===== config.mk =====
export PLATFORM = sky130hd
export DESIGN_NAME = vreg_store_unit
export DESIGN_NICKNAME = d
export VERILOG_FILES = /design/src/rtl/vpu_pkg.sv /design/src/rtl/vreg_store_unit.sv
export SDC_FILE = /design/constraint.sdc
export NUM_CORES = 1
export LEC_CHECK = 0
export BUFFER_PORTS_ARGS = -buffer_cell sky130_fd_sc_hd__buf_2
export CAP_MARGIN = 20
export CORE_MARGIN = 3
export CORE_UTILIZATION = 37
export CTS_BUF_LIST = sky130_fd_sc_hd__clkbuf_16
export DETAILED_ROUTE_END_ITERATION = 10
export GPL_TIMING_DRIVEN = 0
export MAX_ROUTING_LAYER = met4
export PLACE_DENSITY = 0.69
export SETUP_SLACK_MARGIN = 0.4
export SLEW_MARGIN = 20
export SYNTH_ARGS = -nofsm -noshare
export SYNTH_HDL_FRONTEND = slang
export SYNTH_SLANG_ARGS = --single-unit

===== constraint.sdc =====
create_clock -name clk -period 2.3 [get_ports clk]
set_clock_uncertainty 0.05 [all_clocks]
set_input_delay 0.115 -clock clk [delete_from_list [all_inputs] [get_ports clk]]
set_output_delay 0.115 -clock clk [all_outputs]
set_load 0.1 [all_outputs]

===== src/rtl/vpu_pkg.sv =====
// Vector unit shared types: lane/vector typedefs and the store FSM states.
// Shared by the vector register file, vector ALU and vector store unit.
package vpu_pkg;

  localparam int LANES  = 9;
  localparam int EW     = 9;
  localparam int RA_W   = 4;
  localparam int ADDR_W = 16;
  localparam int LW     = 4;

  typedef logic signed [EW-1:0] lane_t;
  typedef lane_t [LANES-1:0]    vec_t;
  typedef logic [LANES-1:0]     mask_t;

  typedef enum logic [1:0] {
    IDLE,
    CAPTURE,
    SEND,
    DONE
  } vst_state_t;

  // Lowest set lane at or above 'from'; LANES when none is left.
  function automatic logic [LW-1:0] next_set(
    input mask_t          m,
    input logic [LW-1:0]  from
  );
    logic [LW-1:0] r;
    r = LW'(LANES);
    for (int i = LANES - 1; i >= 0; i--) begin
      if (m[i] && (LW'(i) >= from)) r = LW'(i);
    end
    return r;
  endfunction

endpackage


===== src/rtl/vreg_store_unit.sv =====
// Vector store: snapshots one vector register, streams lanes to memory.
// Optional lane masking when VSTORE_MASK_EN is defined.
module vreg_store_unit
  import vpu_pkg::*;
(
  input  logic              clk,
  input  logic              rst_n,
  input  logic              start,
  input  logic [RA_W-1:0]   vreg,
  input  logic [ADDR_W-1:0] base_addr,
  input  logic [ADDR_W-1:0] stride,
`ifdef VSTORE_MASK_EN
  input  mask_t             mask,
`endif
  output logic [RA_W-1:0]   ra,
  input  vec_t              rd,
  output logic              mem_valid,
  input  logic              mem_ready,
  output logic [ADDR_W-1:0] mem_addr,
  output lane_t             mem_data,
  output logic [LW-1:0]     mem_lane,
  output logic              busy,
  output logic              done
);

  vst_state_t        state;
  vec_t              shadow;
  logic [LW-1:0]     lane;
  logic [ADDR_W-1:0] cur_addr;
  logic [ADDR_W-1:0] base_q;
  logic [ADDR_W-1:0] stride_q;

  logic [LW-1:0]     nxt;
  logic [LW-1:0]     first;
  logic [ADDR_W-1:0] step;
  logic [ADDR_W-1:0] first_addr;
  logic              none;
  logic              last;

`ifdef VSTORE_MASK_EN
  mask_t mask_q;

  // Skipped lanes still consume address space.
  assign nxt        = next_set(mask_q, lane + LW'(1));
  assign step       = ADDR_W'(nxt - lane) * stride_q;
  assign first      = next_set(mask_q, '0);
  assign first_addr = base_q + ADDR_W'(first) * stride_q;
  assign none       = (first == LW'(LANES));
`else
  assign nxt        = lane + LW'(1);
  assign step       = stride_q;
  assign first      = '0;
  assign first_addr = base_q;
  assign none       = 1'b0;
`endif

  assign last     = (nxt == LW'(LANES));
  assign mem_addr = cur_addr;
  assign mem_lane = lane;
  assign mem_data = shadow[lane];

  always_ff @(posedge clk or negedge rst_n) begin
    if (!rst_n) begin
      state     <= IDLE;
      ra        <= '0;
      base_q    <= '0;
      stride_q  <= '0;
      shadow    <= '0;
      lane      <= '0;
      cur_addr  <= '0;
      mem_valid <= 1'b0;
      busy      <= 1'b0;
      done      <= 1'b0;
`ifdef VSTORE_MASK_EN
      mask_q    <= '0;
`endif
    end else begin
      unique case (state)
        IDLE: begin
          if (start) begin
            ra       <= vreg;
            base_q   <= base_addr;
            stride_q <= stride;
`ifdef VSTORE_MASK_EN
            mask_q   <= mask;
`endif
            busy     <= 1'b1;
            state    <= CAPTURE;
          end
        end
        CAPTURE: begin
          shadow   <= rd;
          lane     <= first;
          cur_addr <= first_addr;
          if (none) begin
            busy  <= 1'b0;
            done  <= 1'b1;
            state <= DONE;
          end else begin
            mem_valid <= 1'b1;
            state     <= SEND;
          end
        end
        SEND: begin
          if (mem_ready) begin
            if (last) begin
              mem_valid <= 1'b0;
              busy      <= 1'b0;
              done      <= 1'b1;
              state     <= DONE;
            end else begin
              lane     <= nxt;
              cur_addr <= cur_addr + step;
            end
          end
        end
        DONE: begin
          done  <= 1'b0;
          state <= IDLE;
        end
        default: state <= IDLE;
      endcase
    end
  end

endmodule


Yosys cells after proc, flatten, opt, wreduce, memory -nomap -nowiden
Cells that the tools add are included.

Bits of input ports: 121. Register bits: 142.

Muxes and demuxes: 20. $add $sub $neg: 2. Order comparisons: 1. Reductions and logical operators: 10. Equal/unequal tests: 8.

Operator list (number): 9-bit binary-select mux with 4-bit select (1); 16-bit 2-to-1 mux (2); 16-bit one-hot mux with 2 select lines (1); 16-bit adder (1); 3-bit AND reduction (4); 9-bit 2-to-1 mux (1); 4-bit 2-to-1 mux (2); 2-bit != test (second input constant) (4); 2-bit one-hot mux with 4 select lines (1); 4-bit one-hot mux with 2 select lines (1); 2-bit 2-to-1 mux (3); 1-bit one-hot mux with 2 select lines (3); 2-bit nonzero test (3); 4-bit by 5-bit < comparator with 1-bit output (second input constant) (1); 1-bit 2-to-1 mux (5); 4-bit by 1-bit adder with 4-bit output (second input constant) (1); 2-bit equality test (second input constant) (2); 4-bit equality test (second input constant) (1); 4-bit AND reduction (1); 2-bit by 1-bit equality test with 1-bit output (second input constant) (1); 2-bit logical NOT (1); 2-bit AND reduction (1).

Depth between registers and ports, before layout
Gate-level depths: netlist of the first run.

Word-level depth: 5. Mapped depth: 11. Depth with buffers taken out: 8.

Least setup slack after synthesis of the first run
Ideal clock, no wire load.

Kind: register -> output. Start: register lane[0], in the netlist mem_lane[0]. End: output port mem_data[2]. Required time: 2135 ps. Arrival: 3900 ps. Path slack: -1765 ps. Cell stages (with the launch flop): 6. Cells stage by stage: dfrtp_1 buf_6 buf_2 mux4_2 mux2i_1 o21ai_0.

Longest elaborated chain between the ends: 2.

Ends and longest elaborated chain: start, declared (RTL line vreg_store_unit.sv:28) `logic [LW-1:0] lane;`; start signal, assigned (RTL line vreg_store_unit.sv:93) `lane <= first;`; start signal, assigned (RTL line vreg_store_unit.sv:112) `lane <= nxt;`; 9-bit binary-select mux with 4-bit select (RTL line vreg_store_unit.sv:60) `assign mem_data = shadow[lane];`; 9-bit 2-to-1 mux (not written as such) (RTL line vreg_store_unit.sv:60); end, declared (RTL line vreg_store_unit.sv:20) `output lane_t mem_data,`.

No other way between the ends. The select of a mux whose other input is x is not followed.

Final worst setup path of the first run
Start: register lane[0], in the netlist mem_lane[0]. End: output port mem_data[5].

Same word-level chain as after synthesis.

==> summary.md, run 1 <==
| Metric | Value |
|---|---|
| Worst setup timing slack at the placement stage | `-81.1 ps` |
| TritonCTS clock tree | `built` |
| Number of nets in the layout | `between 1000 and 1500` |
| Highest cell delay on the worst timing path | `approximately 500 ps` |
| Initial detailed-routing violation count | `247` |
| Placed Instance Area | `roughly 8300 um2` |
| Highest net fanout along the worst path | `5` |
| Relative slew margins | `0.653` |
| Via count of the first global-routing pass | `~6000` |
| Quantity of I/O buffers inserted on ports | `between 150 and 200` |
| Sequential area share after synthesis | `0.511` |
| Startpoint kind of the worst setup timing path | `register` |
| CTS max path bufs | `2` |
| Number of CTS-inserted buffers | `17` |
| Netlist area before placement | `roughly 7000 um2` |
| Average cell area after synthesis | `about 13 um2` |
| Overall die width | `~140 um` |
| Area delta synth->final | `56.9%` |
| Clk slew on worst S/H paths | `roughly 60 ps` |
| DRC violation count after routing | `0` |
| Number of synthesized register bits | `around 140` |
| Synth cell types | `48` |
| Cell breakdown of the critical path | `buf_12 > buf_12 > mux4_2 > mux2i_2 > o21ai_4 > buf_12` |
| Top cells by area in the synthesized netlist | `sky130_fd_sc_hd__dfrtp_1 (51%), sky130_fd_sc_hd__mux2_2 (19%), sky130_fd_sc_hd__mux4_2 (5.8%)` |
| Share of async-settable or async-resettable flops after synthesis | `1.00` |
| Final RePlAce weighted congestion | `about 0.9` |
| Initial core utilization | `0.382` |
| Outcome | `finished with violations` |
| Worst path slowest cell | `sky130_fd_sc_hd__mux4_2` |
| Core Footprint | `approximately 18000 um2` |
| Via count | `around 5600` |
| Data arrival time at the worst-slack endpoint | `2190 ps` |
| Worst Hold Endpoint | `busy$_DFFE_PN0P_` |
| Number of nets in the synthesized netlist | `674` |
| H-tree lvl count | `4` |
| Most common flop cell mapped by yosys | `sky130_fd_sc_hd__dfrtp_1` |
| Cell occurring most often along the worst timing path | `sky130_fd_sc_hd__buf_12` |
| Via/cell ratio | `between 5 and 6` |
| Largest net degree at the start of global routing | `97` |
| Pin slew with the least headroom to its limit | `approximately 520 ps` |
| Worst setup path startpoint | `mem_lane[0]$_DFFE_PN0P_` |
| Number of placed instances, taps included | `slightly above 900` |
| Number of pins with negative max-slew slack in the final report | `0` |
| Initial antenna violation count | `0` |
| Crit Path Class | `register to output pin` |
| Clock period minus worst slack | `about 2400 ps` |
| Number of warnings issued by yosys | `0` |
| Total Wirelength | `21100 um` |
| Share of the clock period used by the worst path after layout | `1.02` |
| Master cell of the clock root buffer | `sky130_fd_sc_hd__clkbuf_16` |
| Violations in the final reports | `negative setup slack` |
| Ratio of cells with drive above 1 in the final layout | `0.528` |
| Worst flop-to-flop path endpoint | `mem_addr[8]$_DFFE_PN0P_` |
| Fmax | `~430 MHz` |
| Detail Route Antenna Nets | `0` |
| Clock tree sinks | `about 140` |
| DR WL/cell | `19.2 um` |
| Latest clock arrival within the worst-skew pair | `around 420 ps` |
| ANT cells | `0` |
| Core Rows | `between 40 and 50` |
| Die outline height | `between 100 and 150 um` |
| Hold path depth | `4` |
| Cells on worst reg2reg path | `9` |
| Wire length of the first global-routing pass | `32800 um` |
| Unrepaired setup endpoints after global routing | `true` |
| Final setup slack of the worst path | `-51.4 ps` |
| Reg2Reg Setup Slack | `20 ps` |
| Worst hold start | `mem_ready` |
| Hold Fails Final Rpt | `0` |
| Max_cap viols | `0` |
| CP Capture Type | `output pin` |
| DP HPWL | `approximately 13000 um` |
| Total routing usage reported by global routing | `0.217` |
| Final global-route overflow total | `0` |
| Number of synthesized flops with an enable pin | `0` |
| Summed area of non-filler cells in the final layout | `about 11000 um2` |
| Worst reg2reg startpoint | `mem_addr[0]$_DFFE_PN0P_` |
| Yosys top cell area share | `0.511` |
| Cell Count, Final, Fillers Out | `1100` |
| Ports placed on the boundary | `157` |
| HP Class | `primary input to register` |
| Number of search-and-repair iterations in the first detailed-routing pass | `6` |
| Worst endpoint required time | `approximately 2100 ps` |
| Final setup vio count | `7` |
| Cell accounting for the most synthesized area | `sky130_fd_sc_hd__dfrtp_1` |
| Full die area | `around 20000 um2` |
| Cells after synthesis | `roughly 530` |
layout make-up:
| type | count | area (um2) |
|---|---|---|
| plain buffers | 27 | 260 |
| clock buffers | 17 | 425 |
| clock inverters | 15 | 114 |
| fillers | 1338 | 7290 |
| inverters | 10 | 50.0 |
| multi-input cells | 352 | 3650 |
| flip-flops and latches | 142 | 3580 |
| well taps | 229 | 287 |
| repair buffers | 308 | 2550 |
metrics by stage:
stage                      util  TNS (ps)  hold WS [ps]
final                     0.600      -169          97.9
after global routing      0.600      -760           112
after CTS                 0.581      -446          34.4
after detailed placement  0.456      -840         -9.77
after global placement    0.454   -153300           297
after floorplan               -     -43.6          -231
metal layers:
metal / track usage / routed length (um) / vias up
met1: 0.280 / 9100 / 2823
met3: 0.0385 / 892 / 40
li1: - / - / 2615
met5: - / 0 / -
met4: 0.0770 / 570 / 0
met2: 0.346 / 10500 / 161
state kept, by name, indices dropped and copies added (netlist names):
| name | cells |
|---|---|
| done | 1 |
| shadow | 81 |
| step | 16 |
| state | 2 |
| base_q | 16 |
| mem_valid | 1 |
| mem_lane | 4 |
| ra | 4 |
| busy | 1 |
| mem_addr | 16 |
critical path: cells and delay by family (launching register included):
family / cells / cell delay [ps]
flip-flops: 1 / 490
AO/OA/AOI/OAI: 1 / 80
multiplexers: 2 / 730
buffers and inverters: 3 / 460
Yosys cell counts (5+ instances only):
library cell,count
sky130_fd_sc_hd__ha_1,21
sky130_fd_sc_hd__a21oi_1,16
sky130_fd_sc_hd__mux2_2,118
sky130_fd_sc_hd__mux4_2,18
sky130_fd_sc_hd__xnor2_1,9
sky130_fd_sc_hd__dfrtp_1,142
sky130_fd_sc_hd__buf_2,10
sky130_fd_sc_hd__clkbuf_1,10
sky130_fd_sc_hd__inv_1,10
sky130_fd_sc_hd__nand2_1,41
sky130_fd_sc_hd__o21ai_0,40
sky130_fd_sc_hd__nor2_1,11
sky130_fd_sc_hd__buf_6,5
sky130_fd_sc_hd__mux2i_1,21
cell families after synthesis:
family / synth area share
and+or+nand+nor: 0.0484
buffers and inverters: 0.0271
xor gates and xnor gates: 0.0126
DFF: 0.511
adders and majority gates: 0.0406
muxes: 0.282
AOI/OAI and AO/OA: 0.0791
what timing repair did:
item                                   in CTS  in global routing
hold buffers                              119                  0
pin swaps                                  19                 25
resized for setup                          90                 65
setup buffers                              19                 10
setup endpoints to repair                 141                143
endpoints found under the hold margin     191                  0
cloned                                      3                  0
layout by cell type (no fill, tap or decap), types with 5 or more instances in the layout:
cell | synthesis | final
sky130_fd_sc_hd__ha_1 | 21 | 17
sky130_fd_sc_hd__dfrtp_2 | 0 | 9
sky130_fd_sc_hd__nor2_1 | 11 | 9
sky130_fd_sc_hd__clkbuf_16 | 0 | 17
sky130_fd_sc_hd__clkinv_4 | 0 | 5
sky130_fd_sc_hd__xnor2_1 | 9 | 9
sky130_fd_sc_hd__dfrtp_4 | 0 | 5
sky130_fd_sc_hd__o21ai_4 | 0 | 10
sky130_fd_sc_hd__dlygate4sd3_1 | 0 | 119
sky130_fd_sc_hd__o21ai_0 | 40 | 9
sky130_fd_sc_hd__mux2_2 | 118 | 117
sky130_fd_sc_hd__nand2_1 | 41 | 30
sky130_fd_sc_hd__inv_6 | 0 | 5
sky130_fd_sc_hd__o21ai_2 | 0 | 7
sky130_fd_sc_hd__inv_1 | 10 | 11
sky130_fd_sc_hd__buf_2 | 10 | 150
sky130_fd_sc_hd__buf_12 | 0 | 18
sky130_fd_sc_hd__mux2i_1 | 21 | 12
sky130_fd_sc_hd__buf_4 | 0 | 15
sky130_fd_sc_hd__o21ai_1 | 4 | 18
sky130_fd_sc_hd__buf_6 | 5 | 12
sky130_fd_sc_hd__a21oi_1 | 16 | 13
sky130_fd_sc_hd__mux4_2 | 18 | 18
sky130_fd_sc_hd__nand2_2 | 0 | 7
sky130_fd_sc_hd__mux2i_2 | 0 | 6
sky130_fd_sc_hd__dfrtp_1 | 142 | 128
sky130_fd_sc_hd__clkbuf_4 | 0 | 8
worst max-delay path by stage:
stage / end / slack (ps) / cells after the start
final: mem_data[5] / -50 / 6
after global routing: mem_data[5] / -90 / 6
after CTS: mem_data[8] / -60 / 6
after detailed placement: mem_data[8] / -80 / 5
after global placement: mem_lane[1]$_DFFE_PN0P_ / -1540 / 1
after floorplan: mem_addr[6]$_DFFE_PN0P_ / -20 / 8
Power of run 1 is left out: the tool's default activity adds up to more than one toggle a clock period on the data nets, which glitch-free logic cannot reach.
==> inputs of run 2 (changes only) <==
--- a/config.mk
+++ b/config.mk
@@ -11,6 +11,7 @@
 export CORE_UTILIZATION = 37
 export CTS_BUF_LIST = sky130_fd_sc_hd__clkbuf_16
 export DETAILED_ROUTE_END_ITERATION = 10
+export GPL_ROUTABILITY_DRIVEN = 0
 export GPL_TIMING_DRIVEN = 0
 export MAX_ROUTING_LAYER = met4
 export PLACE_DENSITY = 0.69
==> constraint.sdc (replaced) <==
create_clock -name clk -period 2.3 [get_ports clk]
set_clock_uncertainty 0.05 [all_clocks]
set_input_delay 0 -clock clk [delete_from_list [all_inputs] [get_ports clk]]
set_output_delay 0 -clock clk [all_outputs]
set_load 0.1 [all_outputs]
==> run 2 against run 1 <==
  * The flow now finishes without violations
  * Non-clock buffer count fell by 1
  * Register-to-register slack barely moved
  * Sequential share of layout area is 0.13 points lower
  * Global-route usage decreased by 0.080 points
  * Critical path depth increased by 2
  * Flip-flop and latch count unchanged
  * Design area increased by 0.41%
  * Die area unchanged
  * Setup slack better by 71 ps
  * Core utilization up 0.25 points
  * Clock-buffer cell count unchanged
  * Critical path type is now register to register
  * Critical endpoint is now mem_addr[6]$_DFFE_PN0P_
==> summary.md, run 2 (synthesized netlist as in run 1, its figures left out) <==
| Metric | Value |
|---|---|
| DRC violation count after routing | `0 (unchanged)` |
| Met2 routed WL | `10400 um (was 10500 um)` |
| H-tree lvl count | `4 (unchanged)` |
| Utilization after layout | `0.602 (was 0.600)` |
| Aggregate negative setup slack | `0 ps (was -169 ps)` |
| Ports placed on the boundary | `157 (unchanged)` |
| Hold Fails Final Rpt | `0 (unchanged)` |
| Filler Cells Inserted | `1347 (was 1338)` |
| Number of nets in the layout | `1000 (was 1001)` |
| Most used cells in the layout excluding fill and tap cells | `sky130_fd_sc_hd__buf_2 (150), sky130_fd_sc_hd__dfrtp_1 (128), sky130_fd_sc_hd__dlygate4sd3_1 (120) (was sky130_fd_sc_hd__buf_2 (150), sky130_fd_sc_hd__dfrtp_1 (128), sky130_fd_sc_hd__dlygate4sd3_1 (119))` |
| Initial detailed-routing violation count | `261 (was 247)` |
| DP HPWL | `13400 um (unchanged)` |
| Cell Count, Final, Fillers Out | `1099 (was 1100)` |
| Initial core utilization | `0.382 (unchanged)` |
| Highest metal used | `met4 (unchanged)` |
| Highest cell delay on the worst timing path | `490 ps (was 500 ps)` |
| Ratio of cells with drive above 1 in the final layout | `0.537 (was 0.528)` |
| Core Rows | `49 (unchanged)` |
| Master cell of the clock root buffer | `sky130_fd_sc_hd__clkbuf_16 (unchanged)` |
| Unrepaired setup endpoints after global routing | `true (unchanged)` |
| CP Capture Type | `register (was output pin)` |
| Clock tree sinks | `142 (unchanged)` |
| Met3 routed wirelength | `1000 um (was 892 um)` |
| Via/cell ratio | `5.13 (about the same)` |
| Largest net degree at the start of global routing | `97 (unchanged)` |
| Summed area of non-filler cells in the final layout | `11000 um2 (was 10900 um2)` |
| DR WL/cell | `19.1 um (was 19.2 um)` |
| Number of placed instances, taps included | `917 (unchanged)` |
| Cell occurring most often along the worst timing path | `sky130_fd_sc_hd__mux2_4 (was sky130_fd_sc_hd__buf_12)` |
| Met1 Routed Length | `9080 um (was 9100 um)` |
| Startpoint kind of the worst setup timing path | `register (unchanged)` |
| Detail Route Antenna Nets | `0 (unchanged)` |
| HP Class | `primary input to asynchronous set/reset pin (was primary input to register)` |
| Top register by number of flip-flops | `shadow (unchanged)` |
| Quantity of I/O buffers inserted on ports | `156 (unchanged)` |
| ANT cells | `0 (unchanged)` |
| Area delta synth->final | `57.6% (was 56.9%)` |
| Cells on worst reg2reg path | `8 (was 9)` |
| CTS max path bufs | `2 (unchanged)` |
| Crit Path Class | `register to register (was register to output pin)` |
| Total Wirelength | `21000 um (was 21100 um)` |
| Outcome | `complete, no violations (was finished with violations)` |
| Share of the clock period used by the worst path after layout | `0.991 (was 1.02)` |
| Data arrival time at the worst-slack endpoint | `2530 ps (was 2190 ps)` |
| Reg2Reg Setup Slack | `20 ps (about the same)` |
| Worst endpoint required time | `2550 ps (was 2130 ps)` |
| Number of search-and-repair iterations in the first detailed-routing pass | `5 (was 6)` |
| Placed Instance Area | `8310 um2 (unchanged)` |
| Cell breakdown of the critical path | `ha_4 > fa_2 > a211oi_4 > nor2_1 > o21ai_1 > a22oi_1 > mux2_4 > mux2_4 (was buf_12 > buf_12 > mux4_2 > mux2i_2 > o21ai_4 > buf_12)` |
| Final setup vio count | `0 (was 7)` |
| Final global-route overflow total | `0 (unchanged)` |
| Relative slew margins | `0.655 (was 0.653)` |
| Total routing usage reported by global routing | `0.216 (was 0.217)` |
| Full die area | `20500 um2 (unchanged)` |
| Highest net fanout along the worst path | `2 (was 5)` |
| Latest clock arrival within the worst-skew pair | `420 ps (about the same)` |
| Pin slew with the least headroom to its limit | `521 ps (was 525 ps)` |
| Number of flip-flops in the largest register | `81 (unchanged)` |
| Number of pins with negative max-slew slack in the final report | `0 (unchanged)` |
| Clk slew on worst S/H paths | `60 ps (about the same)` |
| Most common library cell in the layout ignoring fill and taps | `sky130_fd_sc_hd__buf_2 (unchanged)` |
| TritonCTS clock tree | `built (unchanged)` |
| Fmax | `439 MHz (was 425 MHz)` |
| Clock period minus worst slack | `2280 ps (was 2350 ps)` |
| Worst path slowest cell | `sky130_fd_sc_hd__dfrtp_4 (was sky130_fd_sc_hd__mux4_2)` |
| Max_cap viols | `0 (unchanged)` |
| Overall die width | `143 um (unchanged)` |
| Number of CTS-inserted buffers | `17 (unchanged)` |
| Via count of the first global-routing pass | `6065 (was 6042)` |
| Initial antenna violation count | `0 (unchanged)` |
| Wire length of the first global-routing pass | `32700 um (was 32800 um)` |
| Core Footprint | `18200 um2 (unchanged)` |
| Via count | `5641 (was 5639)` |
| Die outline height | `143 um (unchanged)` |
[run 2: cell types whose count changed in the layout (fill, tap and decap cells not counted), moves of 2 or more]
cell                      change
sky130_fd_sc_hd__buf_12       -2
sky130_fd_sc_hd__buf_4        +2
sky130_fd_sc_hd__ha_1         -2
sky130_fd_sc_hd__inv_1        -2
sky130_fd_sc_hd__mux2i_2      -3
sky130_fd_sc_hd__mux2i_4      +3
sky130_fd_sc_hd__nand2_2      -2
sky130_fd_sc_hd__nand2_4      +3
sky130_fd_sc_hd__nand3_2      -2
sky130_fd_sc_hd__o21ai_0      +2
sky130_fd_sc_hd__o21ai_1      -5
sky130_fd_sc_hd__o21ai_2      +2
[run 2: final cells by class]
type	count	area (um2)	area share
clock buffer	17	425	0.0388
clock inverter	15	114	0.0104
multi-input combinational	352	3720	0.340
buffer	27	270	0.0246
tap	229	287	0.0261
timing repair buffer	307	2510	0.229
inverter	10	53.8	0.00491
sequential	142	3580	0.327
[run 2: timing repair]
item	in CTS	in global routing
setup endpoints to repair	141	143
hold endpoints to repair	263	0
pin swaps	14	20
hold buffers	120	0
gates cloned	3	0
resized for setup	101	76
setup buffers	21	6
[run 2: final timing paths]
| path | to | startpoint |
|---|---|---|
| min in group clk | shadow[32]$_DFFE_PN0N_ | rd[32] |
| max | mem_addr[6]$_DFFE_PN0P_ | mem_addr[0]$_DFFE_PN0P_ |
| min reg2reg | base_q[2]$_DFFE_PN0P_ | base_q[2]$_DFFE_PN0P_ |
| max in group asynchronous | mem_lane[1]$_DFFE_PN0P_ | rst_n |
| min | step[3]$_DFFE_PN0P_ | rst_n |
| max reg2reg | mem_addr[6]$_DFFE_PN0P_ | mem_addr[0]$_DFFE_PN0P_ |
[run 2: critical path, delay by kind of cell, from the launching register on]
kind	cells	cell delay, ps
AOI/OAI and AO/OA	3	500
and+or+nand+nor	1	60
DFF	1	490
adders and majority gates	2	540
muxes	2	520
[run 2: layer usage]
layer / track usage / up-vias
met3: 0.0415 / 41
met1: 0.275 / 2830
met4: 0.0810 / 0
li1: - / 2608
met5: - / -
met2: 0.344 / 162
[run 2: stage by stage]
stage / hold WS, ps / setup WS, ps
global route: 41.0 / -65.3
finish: 13.0 / 20.0
floorplan: -346 / -24.0
global placement: 182 / -1430
CTS: 24.3 / 29.6
detailed placement: -125 / -28.0
Power of run 2 is left out for the same reason.
==> inputs of run 3 (changes only) <==
--- a/config.mk
+++ b/config.mk
@@ -7,6 +7,7 @@
 export LEC_CHECK = 0
 export BUFFER_PORTS_ARGS = -buffer_cell sky130_fd_sc_hd__buf_2
 export CAP_MARGIN = 20
+export CORE_ASPECT_RATIO = 0.7
 export CORE_MARGIN = 3
 export CORE_UTILIZATION = 37
 export CTS_BUF_LIST = sky130_fd_sc_hd__clkbuf_16
@@ -20,3 +21,4 @@
 export SYNTH_ARGS = -nofsm -noshare
 export SYNTH_HDL_FRONTEND = slang
 export SYNTH_SLANG_ARGS = --single-unit
+export TNS_END_PERCENT = 50
==> run 3 against run 2 <==
  * Die area grew 0.13%
  * Critical path type unchanged
  * Global-route usage grew 1.0 points
  * Routed wire length grew 6.6%
  * Sequential share of layout area shrank 0.66 points
==> summary.md, run 3 (synthesized netlist as in run 1, its figures left out) <==
| Metric | Value |
|---|---|
| Worst reg2reg startpoint | `mem_addr[0]$_DFFE_PN0P_ (unchanged)` |
| Initial antenna violation count | `0 (unchanged)` |
| Initial core utilization | `0.382 (about the same)` |
| Data arrival time at the worst-slack endpoint | `2530 ps (about the same)` |
| Area delta synth->final | `60.7% (was 57.6%)` |
| Most used cells in the layout excluding fill and tap cells | `sky130_fd_sc_hd__buf_2 (150), sky130_fd_sc_hd__dfrtp_1 (128), sky130_fd_sc_hd__dlygate4sd3_1 (120) (unchanged)` |
| H-tree lvl count | `4 (unchanged)` |
| Core Footprint | `18200 um2 (about the same)` |
| Pin slew with the least headroom to its limit | `528 ps (was 521 ps)` |
| Latest clock arrival within the worst-skew pair | `420 ps (about the same)` |
| CP Capture Type | `register (unchanged)` |
| Cells on worst reg2reg path | `8 (unchanged)` |
| Total Wirelength | `22400 um (was 21000 um)` |
| Overall die width | `170 um (was 143 um)` |
| Wire length of the first global-routing pass | `34000 um (was 32700 um)` |
| Worst setup path startpoint | `mem_addr[0]$_DFFE_PN0P_ (unchanged)` |
| Number of pins with negative max-slew slack in the final report | `0 (unchanged)` |
| Unrepaired setup endpoints after global routing | `true (unchanged)` |
| Top register by number of flip-flops | `shadow (unchanged)` |
| Number of search-and-repair iterations in the first detailed-routing pass | `6 (was 5)` |
| Core Rows | `41 (was 49)` |
| Full die area | `20500 um2 (about the same)` |
| Via count of the first global-routing pass | `6039 (was 6065)` |
| Number of flip-flops in the largest register | `81 (unchanged)` |
| DRC violation count after routing | `0 (unchanged)` |
| Utilization after layout | `0.614 (was 0.602)` |
| Master cell of the clock root buffer | `sky130_fd_sc_hd__clkbuf_16 (unchanged)` |
| Via count | `5734 (was 5641)` |
| CTS max path bufs | `2 (unchanged)` |
| Total routing usage reported by global routing | `0.226 (was 0.216)` |
| Relative slew margins | `0.648 (was 0.655)` |
| Clk slew on worst S/H paths | `60 ps (about the same)` |
| Number of CTS-inserted buffers | `17 (unchanged)` |
| Ports placed on the boundary | `157 (unchanged)` |
| Largest net degree at the start of global routing | `79 (was 97)` |
| Final hold slack | `58.3 ps (was 13.0 ps)` |
| Ratio of cells with drive above 1 in the final layout | `0.548 (was 0.537)` |
| Quantity of I/O buffers inserted on ports | `156 (unchanged)` |
| Startpoint kind of the worst setup timing path | `register (unchanged)` |
| Via/cell ratio | `5.13 (about the same)` |
| Number of nets in the layout | `1012 (was 1000)` |
| Clock period minus worst slack | `2270 ps (was 2280 ps)` |
| Max_cap viols | `0 (unchanged)` |
| DP HPWL | `13700 um (was 13400 um)` |
| Clock tree sinks | `142 (unchanged)` |
| Die outline height | `121 um (was 143 um)` |
| HP Class | `primary input to asynchronous set/reset pin (unchanged)` |
| Reg2Reg Setup Slack | `30 ps (was 20 ps)` |
| Initial detailed-routing violation count | `300 (was 261)` |
| Fmax | `440 MHz (was 439 MHz)` |
| ANT cells | `0 (unchanged)` |
| Crit Path Class | `register to register (unchanged)` |
| Most common library cell in the layout ignoring fill and taps | `sky130_fd_sc_hd__buf_2 (unchanged)` |
| Detail Route Antenna Nets | `0 (unchanged)` |
| Final setup vio count | `0 (unchanged)` |
| Highest net fanout along the worst path | `2 (unchanged)` |
| Worst flop-to-flop path endpoint | `mem_addr[6]$_DFFE_PN0P_ (unchanged)` |
| DR WL/cell | `20.0 um (was 19.1 um)` |
| Final global-route overflow total | `0 (unchanged)` |
| Outcome | `complete, no violations (unchanged)` |
| Worst endpoint required time | `2560 ps (was 2550 ps)` |
| TritonCTS clock tree | `built (unchanged)` |
| Aggregate negative setup slack | `0 ps (unchanged)` |
| Hold Fails Final Rpt | `0 (unchanged)` |
| Share of the clock period used by the worst path after layout | `0.987 (was 0.991)` |
| Critical path endpoint | `mem_addr[6]$_DFFE_PN0P_ (unchanged)` |
==> run 3: changes by cell type in the layout (fill, tap and decap cells not counted), moves of 3 or more <==
cell and change:
sky130_fd_sc_hd__mux2i_4 +3, sky130_fd_sc_hd__nand2_2 +4, sky130_fd_sc_hd__bufinv_16 +3, sky130_fd_sc_hd__mux2i_2 -3, sky130_fd_sc_hd__buf_6 +6
==> run 3: per-layer routing <==
layer,vias to the layer above,share of wire,wire (um),global-route usage
li1,2632,-,-,-
met1,2842,0.45,9970,0.300
met2,201,0.47,10500,0.342
met3,59,0.054,1200,0.0487
met4,0,0.034,759,0.0876
met5,-,0,0,-
==> run 3: layout make-up <==
type / instances / area, um2
plain buffers: 27 / 267
clock buffers: 17 / 425
clock inverters: 15 / 186
fillers: 1317 / 7030
inverters: 10 / 50.0
multi-input cells: 352 / 3740
flip-flops and latches: 142 / 3580
well taps: 236 / 295
repair buffers: 319 / 2640
==> run 3: per-stage QoR <==
step	worst slack [ps]	instance area (um2)	std cells
floorplan	-24.0	7180	531
finish	29.1	11200	1118
CTS	29.2	10700	1100
global route	-28.4	11200	1118
detailed placement	-48.2	8290	924
global placement	-1420	8260	923
==> run 3: worst min path at each step <==
stage	endpoint	from	slack, ps
finish	mem_addr[4]$_DFFE_PN0P_	rst_n	60
global route	mem_addr[4]$_DFFE_PN0P_	rst_n	100
CTS	mem_addr[4]$_DFFE_PN0P_	rst_n	80
detailed placement	mem_addr[4]$_DFFE_PN0P_	rst_n	-70
global placement	ra[1]$_DFFE_PN0P_	vreg[1]	180
floorplan	base_q[0]$_DFFE_PN0P_	rst_n	-350
==> run 3: critical path, cell delays in order, from the launching register on <==
cell and delay, ps:
sky130_fd_sc_hd__dfrtp_4 490, sky130_fd_sc_hd__ha_4 170, sky130_fd_sc_hd__fa_2 390, sky130_fd_sc_hd__a211oi_4 260, sky130_fd_sc_hd__nor2_1 60, sky130_fd_sc_hd__o21ai_1 130, sky130_fd_sc_hd__a22oi_1 80, sky130_fd_sc_hd__mux2_4 260
sky130_fd_sc_hd__mux2_4 270
==> run 3: timing repair <==
item | CTS | global route
endpoints found under the hold margin | 261 | 0
hold buffers | 120 | 0
buffers inserted | 21 | 17
pin swaps | 17 | 38
endpoints found under the setup margin | 142 | 114
cloned | 3 | 1
resized for setup | 92 | 94
Power of run 3 is left out for the same reason.
